`config.mk`:
```
export PLATFORM = sky130hd
export DESIGN_NAME = gfx_blitter
export DESIGN_NICKNAME = d
export VERILOG_FILES = /design/src/rtl/gfx_pkg.sv /design/src/rtl/gfx_delay_line.sv /design/src/rtl/gfx_blitter.sv
export SDC_FILE = /design/constraint.sdc
export NUM_CORES = 1
export LEC_CHECK = 0
export ABC_AREA = 1
export CORE_UTILIZATION = 40
export DETAILED_ROUTE_END_ITERATION = 8
export PLACE_DENSITY_LB_ADDON = 0.12
export SLEW_MARGIN = 20
export SYNTH_ARGS = -nofsm -noshare
export SYNTH_HDL_FRONTEND = slang
export SYNTH_SLANG_ARGS = --single-unit
```
`constraint.sdc`:
```
create_clock -name clk -period 4.6 [get_ports clk]
set_input_delay 0.92 -clock clk [delete_from_list [all_inputs] [get_ports clk]]
set_output_delay 0.92 -clock clk [all_outputs]
set_load 0.1 [all_outputs]
```
`src/rtl/gfx_pkg.sv`:
```
// gfx_pkg: shared definitions for the rectangle engine.
//   - opcode constants (fill / blit / keyed blit; code 3 behaves as fill)
//   - FSM state encoding
//   - default screen geometry and the clog2-derived coordinate widths
package gfx_pkg;

  localparam logic [1:0] OP_FILL  = 2'd0;
  localparam logic [1:0] OP_BLIT  = 2'd1;
  localparam logic [1:0] OP_KEYED = 2'd2;

  typedef enum logic [1:0] {
    S_IDLE  = 2'd0,
    S_RUN   = 2'd1,
    S_DRAIN = 2'd2,
    S_DONE  = 2'd3
  } state_t;

  localparam int DEF_SCREEN_W = 640;
  localparam int DEF_SCREEN_H = 480;
  localparam int DEF_X_W      = $clog2(DEF_SCREEN_W);
  localparam int DEF_Y_W      = $clog2(DEF_SCREEN_H);
  localparam int DEF_A_W      = $clog2(DEF_SCREEN_W * DEF_SCREEN_H);

  // Both blit flavours read the sprite ROM; everything else is a fill.
  function automatic logic is_blit_op(input logic [1:0] op);
    return (op == OP_BLIT) || (op == OP_KEYED);
  endfunction

endpackage

```
`src/rtl/gfx_delay_line.sv`:
```
// gfx_delay_line: fixed-depth register delay line for pixel payloads.
//   clk, rst : clock, synchronous active-high reset (clears every stage)
//   din      : payload entering this clock ({valid, x, y} in the blitter)
//   dout     : payload that entered DEPTH clocks ago
module gfx_delay_line #(
  parameter int DEPTH = 1,
  parameter int W     = 8
) (
  input  logic         clk,
  input  logic         rst,
  input  logic [W-1:0] din,
  output logic [W-1:0] dout
);

  logic [DEPTH-1:0][W-1:0] vld_pipe;

  always_ff @(posedge clk) begin
    if (rst) begin
      vld_pipe <= '0;
    end else begin
      vld_pipe[0] <= din;
      for (int i = 1; i < DEPTH; i++) vld_pipe[i] <= vld_pipe[i-1];
    end
  end

  assign dout = vld_pipe[DEPTH-1];

endmodule

```
`src/rtl/gfx_blitter.sv`:
```
// gfx_blitter: rectangle engine writing one pixel per clock into VRAM.
//   clk, rst          : clock, synchronous active-high reset
//   start, opcode     : command request (sampled in IDLE only) and mode
//   tl_x/tl_y/br_x/br_y: inclusive rectangle corners
//   arg               : fill colour, or transparent key for keyed blit
//   rom_base          : first sprite ROM address
//   rom_addr/rom_data : sprite ROM port, data returns ROM_LAT clocks later
//   vram_we/addr/data : VRAM write port (addr = y*SCREEN_W + x)
//   busy, done        : busy while running/draining, one-clock done pulse
//
// Timing: the pixel being visited in RUN sits on the delay-line input
// while rom_addr holds its sprite address. After ROM_LAT clocks the
// delay-line output lines up with rom_data, and one more register forms
// the VRAM write. Fill takes the same path so latency never depends on mode.
module gfx_blitter import gfx_pkg::*; #(
  parameter  int SCREEN_W = DEF_SCREEN_W,
  parameter  int SCREEN_H = DEF_SCREEN_H,
  parameter  int COLOR_W  = 12,
  parameter  int ROM_AW   = 18,
  parameter  int ROM_LAT  = 1,
  localparam int X_W      = $clog2(SCREEN_W),
  localparam int Y_W      = $clog2(SCREEN_H),
  localparam int A_W      = $clog2(SCREEN_W * SCREEN_H)
) (
  input  logic               clk,
  input  logic               rst,
  input  logic               start,
  input  logic [1:0]         opcode,
  input  logic [X_W-1:0]     tl_x,
  input  logic [Y_W-1:0]     tl_y,
  input  logic [X_W-1:0]     br_x,
  input  logic [Y_W-1:0]     br_y,
  input  logic [COLOR_W-1:0] arg,
  input  logic [ROM_AW-1:0]  rom_base,
  output logic [ROM_AW-1:0]  rom_addr,
  input  logic [COLOR_W-1:0] rom_data,
  output logic               vram_we,
  output logic [A_W-1:0]     vram_addr,
  output logic [COLOR_W-1:0] vram_data,
  output logic               busy,
  output logic               done
);

  // Drain covers the delay line plus the VRAM output register, so done
  // fires the clock after the final write has been presented.
  localparam int DRAIN_LEN = ROM_LAT + 1;
  localparam int DW        = $clog2(DRAIN_LEN + 1);
  localparam int PW        = 1 + X_W + Y_W;

  state_t             state;
  logic [1:0]         op_q;
  logic [COLOR_W-1:0] arg_q;
  logic [X_W-1:0]     tl_x_q, br_x_q, cur_x;
  logic [Y_W-1:0]     br_y_q, cur_y;
  logic [DW-1:0]      drain_cnt;

  // ---------------------------------------------------------------- FSM
  always_ff @(posedge clk) begin
    if (rst) begin
      state     <= S_IDLE;
      busy      <= 1'b0;
      done      <= 1'b0;
      rom_addr  <= '0;
      op_q      <= OP_FILL;
      arg_q     <= '0;
      tl_x_q    <= '0;
      br_x_q    <= '0;
      br_y_q    <= '0;
      cur_x     <= '0;
      cur_y     <= '0;
      drain_cnt <= '0;
    end else begin
      done <= 1'b0;
      case (state)
        S_IDLE: begin
          if (start) begin
            op_q   <= opcode;
            arg_q  <= arg;
            tl_x_q <= tl_x;
            br_x_q <= br_x;
            br_y_q <= br_y;
            cur_x  <= tl_x;
            cur_y  <= tl_y;
            if (tl_x > br_x || tl_y > br_y) begin
              // Empty rectangle: straight to completion, ROM untouched.
              state <= S_DONE;
              done  <= 1'b1;
            end else begin
              state <= S_RUN;
              busy  <= 1'b1;
              if (is_blit_op(opcode)) rom_addr <= rom_base;
            end
          end
        end
        S_RUN: begin
          // Sprite pointer advances for every visited pixel, clipped or not.
          if (is_blit_op(op_q)) rom_addr <= rom_addr + ROM_AW'(1);
          // Compare before increment so an all-ones corner never wraps.
          if (cur_x == br_x_q) begin
            cur_x <= tl_x_q;
            if (cur_y == br_y_q) begin
              state     <= S_DRAIN;
              drain_cnt <= DW'(DRAIN_LEN - 1);
            end else begin
              cur_y <= cur_y + Y_W'(1);
            end
          end else begin
            cur_x <= cur_x + X_W'(1);
          end
        end
        S_DRAIN: begin
          if (drain_cnt == '0) begin
            state <= S_DONE;
            busy  <= 1'b0;
            done  <= 1'b1;
          end else begin
            drain_cnt <= drain_cnt - DW'(1);
          end
        end
        S_DONE: begin
          state <= S_IDLE;
        end
        default: state <= S_IDLE;
      endcase
    end
  end

  // ----------------------------------------------------- pixel pipeline
  logic [PW-1:0]  dl_in, dl_out;
  logic           dl_vld;
  logic [X_W-1:0] dl_x;
  logic [Y_W-1:0] dl_y;
  logic           pix_wr;

  assign dl_in = {state == S_RUN, cur_x, cur_y};
  assign {dl_vld, dl_x, dl_y} = dl_out;

  gfx_delay_line #(
    .DEPTH (ROM_LAT),
    .W     (PW)
  ) u_delay (
    .clk  (clk),
    .rst  (rst),
    .din  (dl_in),
    .dout (dl_out)
  );

  // Drop off-screen pixels and, in keyed mode, pixels matching the key.
  assign pix_wr = dl_vld
               && (int'(dl_x) < SCREEN_W)
               && (int'(dl_y) < SCREEN_H)
               && !(op_q == OP_KEYED && rom_data == arg_q);

  always_ff @(posedge clk) begin
    if (rst) begin
      vram_we   <= 1'b0;
      vram_addr <= '0;
      vram_data <= '0;
    end else begin
      vram_we <= pix_wr;
      // Address/data only load for real writes, so the address multiply
      // only ever sees on-screen coordinates.
      if (pix_wr) begin
        vram_addr <= A_W'(dl_y) * A_W'(SCREEN_W) + A_W'(dl_x);
        vram_data <= is_blit_op(op_q) ? rom_data : arg_q;
      end
    end
  end

endmodule

```
# ---- After elaboration in Yosys (flattened, before gate mapping)
# Index checks and enable logic that the tools add are counted.
dict set report totals {
  regBits 138
  input_bits 85
  output_inout_bits 52
  elab_cells 96
}
dict set report classes {
  addsub 5
  mul 1
  n_lt_le_gt_ge 4
  n_eq_ne 19
  n_mux 31
  n_reduce_logical 20
}
# operator n
set ops {}
lappend ops {{18-bit 2-to-1 mux} 4}
lappend ops {{18-bit one-hot mux with 2 select lines} 1}
lappend ops {{9-bit 2-to-1 mux} 3}
lappend ops {{10-bit 2-to-1 mux} 2}
lappend ops {{10-bit one-hot mux with 2 select lines} 1}
lappend ops {{19-bit by 10-bit adder with 19-bit output} 1}
lappend ops {{18-bit by 1-bit adder with 18-bit output (second input constant)} 1}
lappend ops {{2-bit != test (second input constant)} 9}
lappend ops {{9-bit one-hot mux with 2 select lines} 1}
lappend ops {{2-bit 2-to-1 mux} 8}
lappend ops {{4-bit AND reduction} 4}
lappend ops {{12-bit equality test} 1}
lappend ops {{9-bit by 3-bit multiplier with 12-bit output (second input constant)} 1}
lappend ops {{12-bit 2-to-1 mux} 1}
lappend ops {{10-bit by 1-bit adder with 10-bit output (second input constant)} 1}
lappend ops {{10-bit equality test} 1}
lappend ops {{10-bit > comparator} 1}
lappend ops {{10-bit less-than comparator (second input constant)} 1}
lappend ops {{9-bit by 1-bit adder with 9-bit output (second input constant)} 1}
lappend ops {{9-bit equality test} 1}
lappend ops {{9-bit > comparator} 1}
lappend ops {{9-bit less-than comparator (second input constant)} 1}
lappend ops {{2-bit equality test (second input constant)} 4}
lappend ops {{2-bit one-hot mux with 4 select lines} 1}
lappend ops {{other kinds (12)} 29}

# ---- Depth between registers and ports, before layout
# Gate-level depths: netlist (run 1).
dict set report logic_depth {
  depth_word 6
  ltp_mapped 16
  depth_no_buf 16
}

# ---- Modules after synthesis
# Synthesis (run 1) repeated with hierarchy kept, for this count alone.
dict set report hier_totals {
  hier_cells 1194
  hier_area_um2 7925.1
}
# mod instances cells_per_inst area_per_inst_um2 seq_area_each_um2
set by_module_without_submodules {}
lappend by_module_without_submodules {gfx_blitter 1 1132 7352.1 2362.3}
lappend by_module_without_submodules {gfx_delay_line 1 62 573.0 400.4}

# ---- Worst setup path after synthesis (run 1)
# Ideal clock, no wire load.
dict set report synth_path {
  kind {flip-flop to flip-flop}
  from {register rom_addr[0]}
  to {register rom_addr[8]}
  setup_time_ns 0.110
  arrival_ns 2.299
  required_ns 4.490
  path_slack_ns 2.191
  path_stages_with_launch 11
  n_path_buf 0
  period_less_slack_ns 2.409
  path_cell_list {dfxtp_1 -> ha_1 -> nand2_1 -> nor2_1 -> nand2_1 -> nor2_1 -> a21oi_1 -> a21boi_0 -> nand4_1 -> nand2_1 -> nor2_1}
}
dict set report synth_between {
  elab_chain_cells 3
}
# element line
set synth_lines {}
lappend synth_lines {{from (decl)} gfx_blitter.sv:35} ;# output logic [ROM_AW-1:0] rom_addr,
lappend synth_lines {{from (signal assigned)} gfx_blitter.sv:91} ;# if (is_blit_op(opcode)) rom_addr <= rom_base;
lappend synth_lines {{from (signal assigned)} gfx_blitter.sv:97} ;# if (is_blit_op(op_q)) rom_addr <= rom_addr + ROM_AW'(1);
lappend synth_lines {{18-bit by 1-bit adder with 18-bit output} gfx_blitter.sv:97}
lappend synth_lines {{18-bit 2-to-1 mux} gfx_blitter.sv:97}
lappend synth_lines {{18-bit one-hot mux with 2 select lines} gfx_blitter.sv:74} ;# case (state)
# No other way between the ends. The select of a mux whose other input is x is not followed.
# A chain may end at the register's enable or synchronous reset.

# ---- Worst setup path after layout (run 1)
dict set report layout_path {
  from {input br_y[8]}
  to {register rom_addr[12]}
}
dict set report layout_between {
  elab_chain_cells 4
}
# element line
set layout_lines {}
lappend layout_lines {{from (decl)} gfx_blitter.sv:32} ;# input logic [Y_W-1:0] br_y,
lappend layout_lines {{9-bit > comparator} gfx_blitter.sv:84} ;# if (tl_x > br_x || tl_y > br_y) begin
lappend layout_lines {{1-bit logical OR} gfx_blitter.sv:84}
lappend layout_lines {{2-bit != test (no source line)} --}
lappend layout_lines {{5-bit AND reduction (no source line)} --}
# No other way between the ends.

==> out/qor.yml, run 1 <==
io_buffers: 136
ctsResizeCount: 0
synth-edff-count: 0
cts_setup_buffers: 0
dr.pass1.iters: 4
fp.dieW_um: 142
p_per_area_mw_per_mm2: 663
hpwl_um: 14200
fp.coreArea_mm2: 0.0190
tightest_slew_ns: 1.03
syn_avg_cell_area_um2: 6.62
dieHeight_um: 142
fin_skew_ns: 0.00707
status: "complete, no violations"
yosys_warnings: 0
vias: 7484
place_congestion: 0.810
ir_drop_mv: 0.564
ys_ff_latch: 138
synthDistinctLibCells: 39
dieArea_mm2: 0.0201
antenna_cells: 0
swShare_pct: 47.1
pwr-share-seq_pct: 27.5
tritoncts: "yes"
cts_root_buffer: "clkbuf_16"
antenna_found_initial: 0
row_count: 50
cp.arrival_ns: 3.48
cp_slowest_cell: "nand3_2"
viasPerCell: 4.77
maxSlewHeadroom_pct: 30.9
dp_slack_ns: 0.998
syn-cell-area_mm2: 0.00782
dr.first_iter.drc_count: 384
overflow: 0
crit_type: "primary input to register"
htree_num_levels: 4
crit_chain: "clkdlybuf4s50_1 > inv_1 > ha_1 > a21o_1 > nor2_1 > nand3_1 > nand2_1 > nand2_1 > nand2_1 > nand3_2 > nor2_1 > nor2_1"
cts_max_path_buffers: 2
p_total_mw: 6.65
p_comb_share_pct: 48.7
drc: 0
syn-num-nets: 1312
clockPowerShare_pct: 23.8
hold_buffers: 0
worstPathRequired_ns: 4.92
grt_pass1_wl_um: 32900
placed_area_mm2: 0.00936
leakage_nw: 4.53
timing.setup.tns_ns: 0
final_area_mm2: 0.0100
worstSetupStartpointType: "primary input"
hold_path_depth: 2
end_kind: "register"
rsz0062_at_grt: "no"
maxCapViolations: 0
hold_violations: 0
wl_per_cell_um: 12.8
grt_max_degree: 91
cts.sinks: 138
finalMaxSlewViolations: 0
finalCritPeriodShare_pct: 68.7
clk_latency_ns: 0.42
grt_usage_pct: 20.6
io_pins: 137
path_clk_slew_ns: 0.06
yosysSeqAreaShare_pct: 35.3
totalWireLength_um: 20100
floorplan.initialDensity_pct: 41.3
cpPeakStageDelay_ns: 0.57
synthCells: 1181
critPathMaxFanout: 32
hold_path.class: "register to register"
setup_viol_count_final: 0
synth-async-reset-ratio_pct: 0
layout.nets: 1426
final_core_utilization_pct: 52.9
layout-drive-gt1-share_pct: 3.98
switchingPower_mw: 3.13
cts_made_buffers: 17
synthToLayoutAreaGrowth_pct: 28.3
intPower_mw: 3.52
setup_ws_ns: 1.44
period_needed_ns: 3.16
grt_pass1_vias: 6803
synth_ff_type: "dfxtp_1"
r2r_cells: 7
max_freq_ghz: 0.317
drt.antenna.violating_nets: 0
## final cells by class
| cell class | count | area (um2) |
|---|---|---|
| multi-input cells | 841 | 4270 |
| clock inverters | 10 | 213 |
| flip-flops and latches | 138 | 2760 |
| inverters | 155 | 582 |
| fillers | 1915 | 8920 |
| clock buffers | 22 | 464 |
| well taps | 260 | 325 |
| repair buffers | 142 | 1420 |
## cells in the mapped netlist (all sizes together), types with 21 or more instances
master | n | area (um2)
ha | 44 | 551
inv | 153 | 574
xor2 | 21 | 184
nand2 | 276 | 1050
a21oi | 82 | 410
nor2 | 179 | 677
o21ai | 109 | 549
dfxtp | 138 | 2760
clkbuf | 35 | 131
nand3 | 56 | 298
## cell usage in the layout (no fill, tap or decap), types with 3 or more instances in the layout
cell type / n
a21oi_1: 82
clkbuf_16: 17
nor2_1: 177
o31ai_1: 4
xor2_1: 21
o211ai_1: 7
clkbuf_1: 3
buf_4: 5
inv_2: 5
ha_1: 44
nor3_1: 13
inv_1: 148
nand4_1: 14
nand3_1: 54
a31oi_1: 5
o21ai_0: 108
dfxtp_1: 138
xnor2_1: 14
nand3b_1: 5
clkdlybuf4s50_1: 136
bufinv_16: 6
nand2_1: 272
## final timing paths
kind / start / slack (ns) / end
setup / recovery: br_y[8] / 1.44 / rom_addr[12]$_SDFFE_PP0P_
hold / removal: tl_x_q[7]$_SDFFE_PP0P_ / 0.45 / tl_x_q[7]$_SDFFE_PP0P_
setup reg to reg: state[0]$_SDFFE_PP0P_ / 1.81 / br_y_q[1]$_SDFFE_PP0P_
hold reg to reg: tl_x_q[7]$_SDFFE_PP0P_ / 0.45 / tl_x_q[7]$_SDFFE_PP0P_
## metal layers
metal  GRT usage (%)  wire [um]  vias to the layer above
met5               0          0                        -
met4            6.11        234                        0
met3            3.91        972                       17
met2            33.1       8920                      183
met1            28.0       9940                     3300
li1                -          -                     3984
## critical path, delay by kind of cell
| family | cells | cell delay (ns) |
|---|---|---|
| AND/OR/NAND/NOR | 8 | 1.56 |
| buffers and inverters | 2 | 0.52 |
| adder cells (fa/ha/maj) | 1 | 0.29 |
| AO/OA/AOI/OAI | 1 | 0.19 |
## stage by stage
step	hold slack [ns]	instances
2_1_floorplan	0.430	1181
3_3_place_gp	0.439	1536
3_5_place_dp	0.443	1536
4_1_cts	0.455	1568
5_1_grt	0.475	1568
6_report	0.453	1568
## registers in the layout (all words and copies together), names as in the netlist, 2 cells and up
signal	cells
arg_q	12
br_x_q	10
br_y_q	9
cur_x	10
cur_y	9
drain_cnt	2
op_q	2
rom_addr	18
state	2
tl_x_q	10
u_delay.dout	20
vram_addr	19
vram_data	12
## power by group through the flow
| stage | sequential (mW) | clock (mW) | combinational (mW) |
|---|---|---|---|
| final | 1.83 | 1.58 | 3.24 |
| after global routing | 1.87 | 1.67 | 3.57 |
| after CTS | 1.83 | 1.61 | 3.25 |
| after detailed placement | 1.85 | 0 | 3.24 |
| after global placement | 1.85 | 0 | 3.21 |
| after floorplan | 2.71 | 0 | 1.62 |
## logic make-up (layout without fill, tap and decap cells)
| logic type | after synthesis | count (layout) | share of synthesized area, % |
|---|---|---|---|
| AOI/OAI and AO/OA | 213 | 213 | 14.3 |
| xor gates and xnor gates | 35 | 35 | 3.92 |
| adders and majority gates | 46 | 46 | 7.55 |
| buffers and inverters | 202 | 329 | 10.2 |
| DFF | 138 | 138 | 35.3 |
| and+or+nand+nor | 547 | 547 | 28.8 |
Power figures use the tool's default switching activity.
==> inputs of run 2 (changes only) <==
- clock period: 4.6 -> 3 ns (I/O delays scaled with it)
==> run 2 against run 1 <==
Clock skew grew 0.0032 ns. Sequential share of layout area grew 0.45 points. First-iteration DRC count decreased by 1.0%. Routed wire length is 0.12% lower. Sequential power rose by 53%. Register-to-register slack worse by 1.3 ns. Sequential cell count unchanged. Cell count grew 0.45%. Combinational power increased by 54%. Utilization is 0.84 points lower.
==> out/qor.yml, run 2 (synthesis gave the netlist of run 1 again) <==
status: "complete, no violations"  # unchanged
overflow: 0  # unchanged
end_kind: "register"  # unchanged
period_needed_ns: 2.44
finalCritPeriodShare_pct: 81.5
antenna_cells: 0  # unchanged
crit_chain: "ha_1 > ha_1 > inv_1 > fa_1 > xnor2_1 > nand2_1 > nor2_1 > nand3_1 > nor2_1 > nand2_1 > nand2_1 > nand3_1 > nand2_1 > inv_1"  # was clkdlybuf4s50_1 > inv_1 > ha_1 > a21o_1 > nor2_1 > nand3_1 > nand2_1 > nand2_1 > nand2_1 > nand3_2 > nor2_1 > nor2_1
dieArea_mm2: 0.0201  # unchanged
cts.sinks: 138  # unchanged
antenna_found_initial: 0  # unchanged
intPower_mw: 4.89  # was 3.52 mW
crit_cells: 14  # was 12
synthToLayoutAreaGrowth_pct: 26.2  # was 28.3%
crit_type: "register to register"  # was primary input to register
critPathTopFamily: "adder cells"  # was simple AND/OR/NAND/NOR gates
wl_met1_um: 10100  # was 9940 um
layout.cells.non_filler: 1575  # was 1,568
p_total_mw: 9.83  # was 6.65 mW
r2r_slack_ns: 0.56  # was 1.81 ns
top_layer_used: "met4"  # unchanged
worstPathRequired_ns: 3.33  # was 4.92 ns
path_clk_slew_ns: 0.06  # about the same
fp.coreArea_mm2: 0.0190  # unchanged
setup_viol_count_final: 0  # unchanged
cts_made_buffers: 17  # unchanged
timing.setup.tns_ns: 0  # unchanged
wl_per_cell_um: 12.7  # was 12.8 um
layout.nets: 1433  # was 1,426
layout-drive-gt1-share_pct: 8.67  # was 3.98%
max_freq_ghz: 0.409
hold_path.class: "register to register"  # unchanged
maxCapViolations: 0  # unchanged
hold_violations: 0  # unchanged
drt.antenna.violating_nets: 0  # unchanged
p_per_area_mw_per_mm2: 995  # was 663 mW/mm2
floorplan.initialDensity_pct: 41.3  # unchanged
wl_met2_um: 8930  # was 8920 um
critPathMaxFanout: 3  # was 32
rsz0062_at_grt: "no"  # unchanged
io_pins: 137  # unchanged
crit_start: "u_delay.dout[1]$_SDFF_PP0_"  # was br_y[8]
leakage_nw: 4.63  # was 4.53 nW
place_congestion: 0.824  # was 0.810
p_comb_share_pct: 50.7  # was 48.7%
finalMaxSlewViolations: 0  # unchanged
final_cell_mix: "272 x nand2_1, 177 x nor2_1, 148 x inv_1, 138 x dfxtp_1, 108 x o21ai_0"  # was 272 x nand2_1, 177 x nor2_1, 148 x inv_1, 138 x dfxtp_1, 136 x clkdlybuf4s50_1
critPathBufInv: 2  # unchanged
cp_common_cell: "nand2_1"
pwr-share-seq_pct: 28.5  # was 27.5%
hold_slack_ns: 0.451  # was 0.453 ns
ir_drop_mv: 0.793  # was 0.564 mV
maxSlewHeadroom_pct: 51.9  # was 30.9%
htree_num_levels: 4  # unchanged
dr.pass1.iters: 5  # was 4
clockPowerShare_pct: 20.8  # was 23.8%
critPathCapture: "vram_addr[17]$_SDFFE_PP0P_"  # was rom_addr[12]$_SDFFE_PP0P_
mostFrequentLayoutCell: "nand2_1"  # unchanged
tightest_slew_ns: 0.720  # was 1.03 ns
grt_usage_pct: 21.0  # was 20.6%
hpwl_um: 14600  # was 14,200 um
dr_wl_met3_um: 814  # was 972 um
r2r_cells: 14  # was 7
dieHeight_um: 142  # unchanged
numPlacedInstances: 1543  # was 1,536
swShare_pct: 50.2  # was 47.1%
cts_root_buffer: "clkbuf_16"  # unchanged
cts_setup_buffers: 0  # unchanged
cp_slowest_cell: "fa_1"  # was nand3_2
viasPerCell: 4.74  # was 4.77
fp.dieW_um: 142  # unchanged
hold_buffers: 0  # unchanged
grt_pass1_vias: 6984  # was 6,803
r2r_start: "u_delay.dout[1]$_SDFF_PP0_"  # was state[0]$_SDFFE_PP0P_
worstSetupStartpointType: "register"  # was primary input
hp-start: "tl_x_q[1]$_SDFFE_PP0P_"  # was tl_x_q[7]$_SDFFE_PP0P_
tritoncts: "yes"  # unchanged
dp_slack_ns: 0.294  # was 0.998 ns
clk_latency_ns: 0.43  # was 0.42 ns
ctsResizeCount: 0  # unchanged
fin_skew_ns: 0.0103  # was 0.00707 ns
cts_max_path_buffers: 2  # unchanged
switchingPower_mw: 4.94  # was 3.13 mW
row_count: 50  # unchanged
dr.first_iter.drc_count: 380  # was 384
vias: 7460  # was 7,484
r2r-end: "vram_addr[17]$_SDFFE_PP0P_"  # was br_y_q[1]$_SDFFE_PP0P_
cpPeakStageDelay_ns: 0.40  # was 0.57 ns
drc: 0  # unchanged
grt_max_degree: 67  # was 91
setup_ws_ns: 0.556  # was 1.44 ns
grt_pass1_wl_um: 33700  # was 32,900 um
cp.arrival_ns: 2.78  # was 3.48 ns
io_buffers: 136  # unchanged
largest_reg_flops: 20  # unchanged
totalWireLength_um: 20000  # was 20,100 um
-- run 2: worst min-delay path by stage --
stage	end	cells past startpoint
CTS	tl_x_q[1]$_SDFFE_PP0P_	2
global placement	tl_x_q[9]$_SDFFE_PP0P_	2
finish	tl_x_q[1]$_SDFFE_PP0P_	2
detailed placement	tl_x_q[8]$_SDFFE_PP0P_	2
global route	tl_x_q[1]$_SDFFE_PP0P_	2
floorplan	tl_x_q[0]$_SDFFE_PP0P_	2
-- run 2: through the flow --
step / util (%) / instance area, um2
finish: 52.1 / 9870
detailed placement: 49.1 / 9300
global route: 52.1 / 9870
floorplan: - / 7820
global placement: 49.1 / 9300
CTS: 52.1 / 9870
-- run 2: power groups by stage --
| stage | combinational [mW] | clock, mW | sequential [mW] |
|---|---|---|---|
| after floorplan | 2.49 | 0 | 4.16 |
| final | 4.98 | 2.04 | 2.80 |
| after global placement | 4.95 | 0 | 2.84 |
| after detailed placement | 5.00 | 0 | 2.84 |
| after CTS | 5.02 | 2.09 | 2.80 |
| after global routing | 5.53 | 2.16 | 2.88 |
-- run 2: tightest hold or removal path, stage by stage, from the launching register on --
cell,delay (ns)
dfxtp_1,0.29
inv_1,0.05
a21oi_1,0.06
-- run 2: layout make-up --
cell class                      count  area, um2
Inverter                          155        582
Clock buffer                       17        425
Sequential cell                   138       2760
Multi-Input combinational cell    841       4270
Fill cell                        1965       9080
Tap cell                          260        325
Clock inverter                     15        144
Timing Repair Buffer              149       1370
-- run 2: per-layer routing --
metal,GRT usage (%),vias up
li1,-,4008
met1,28.2,3282
met2,34.4,152
met3,3.85,18
met4,6.11,0
met5,0,-
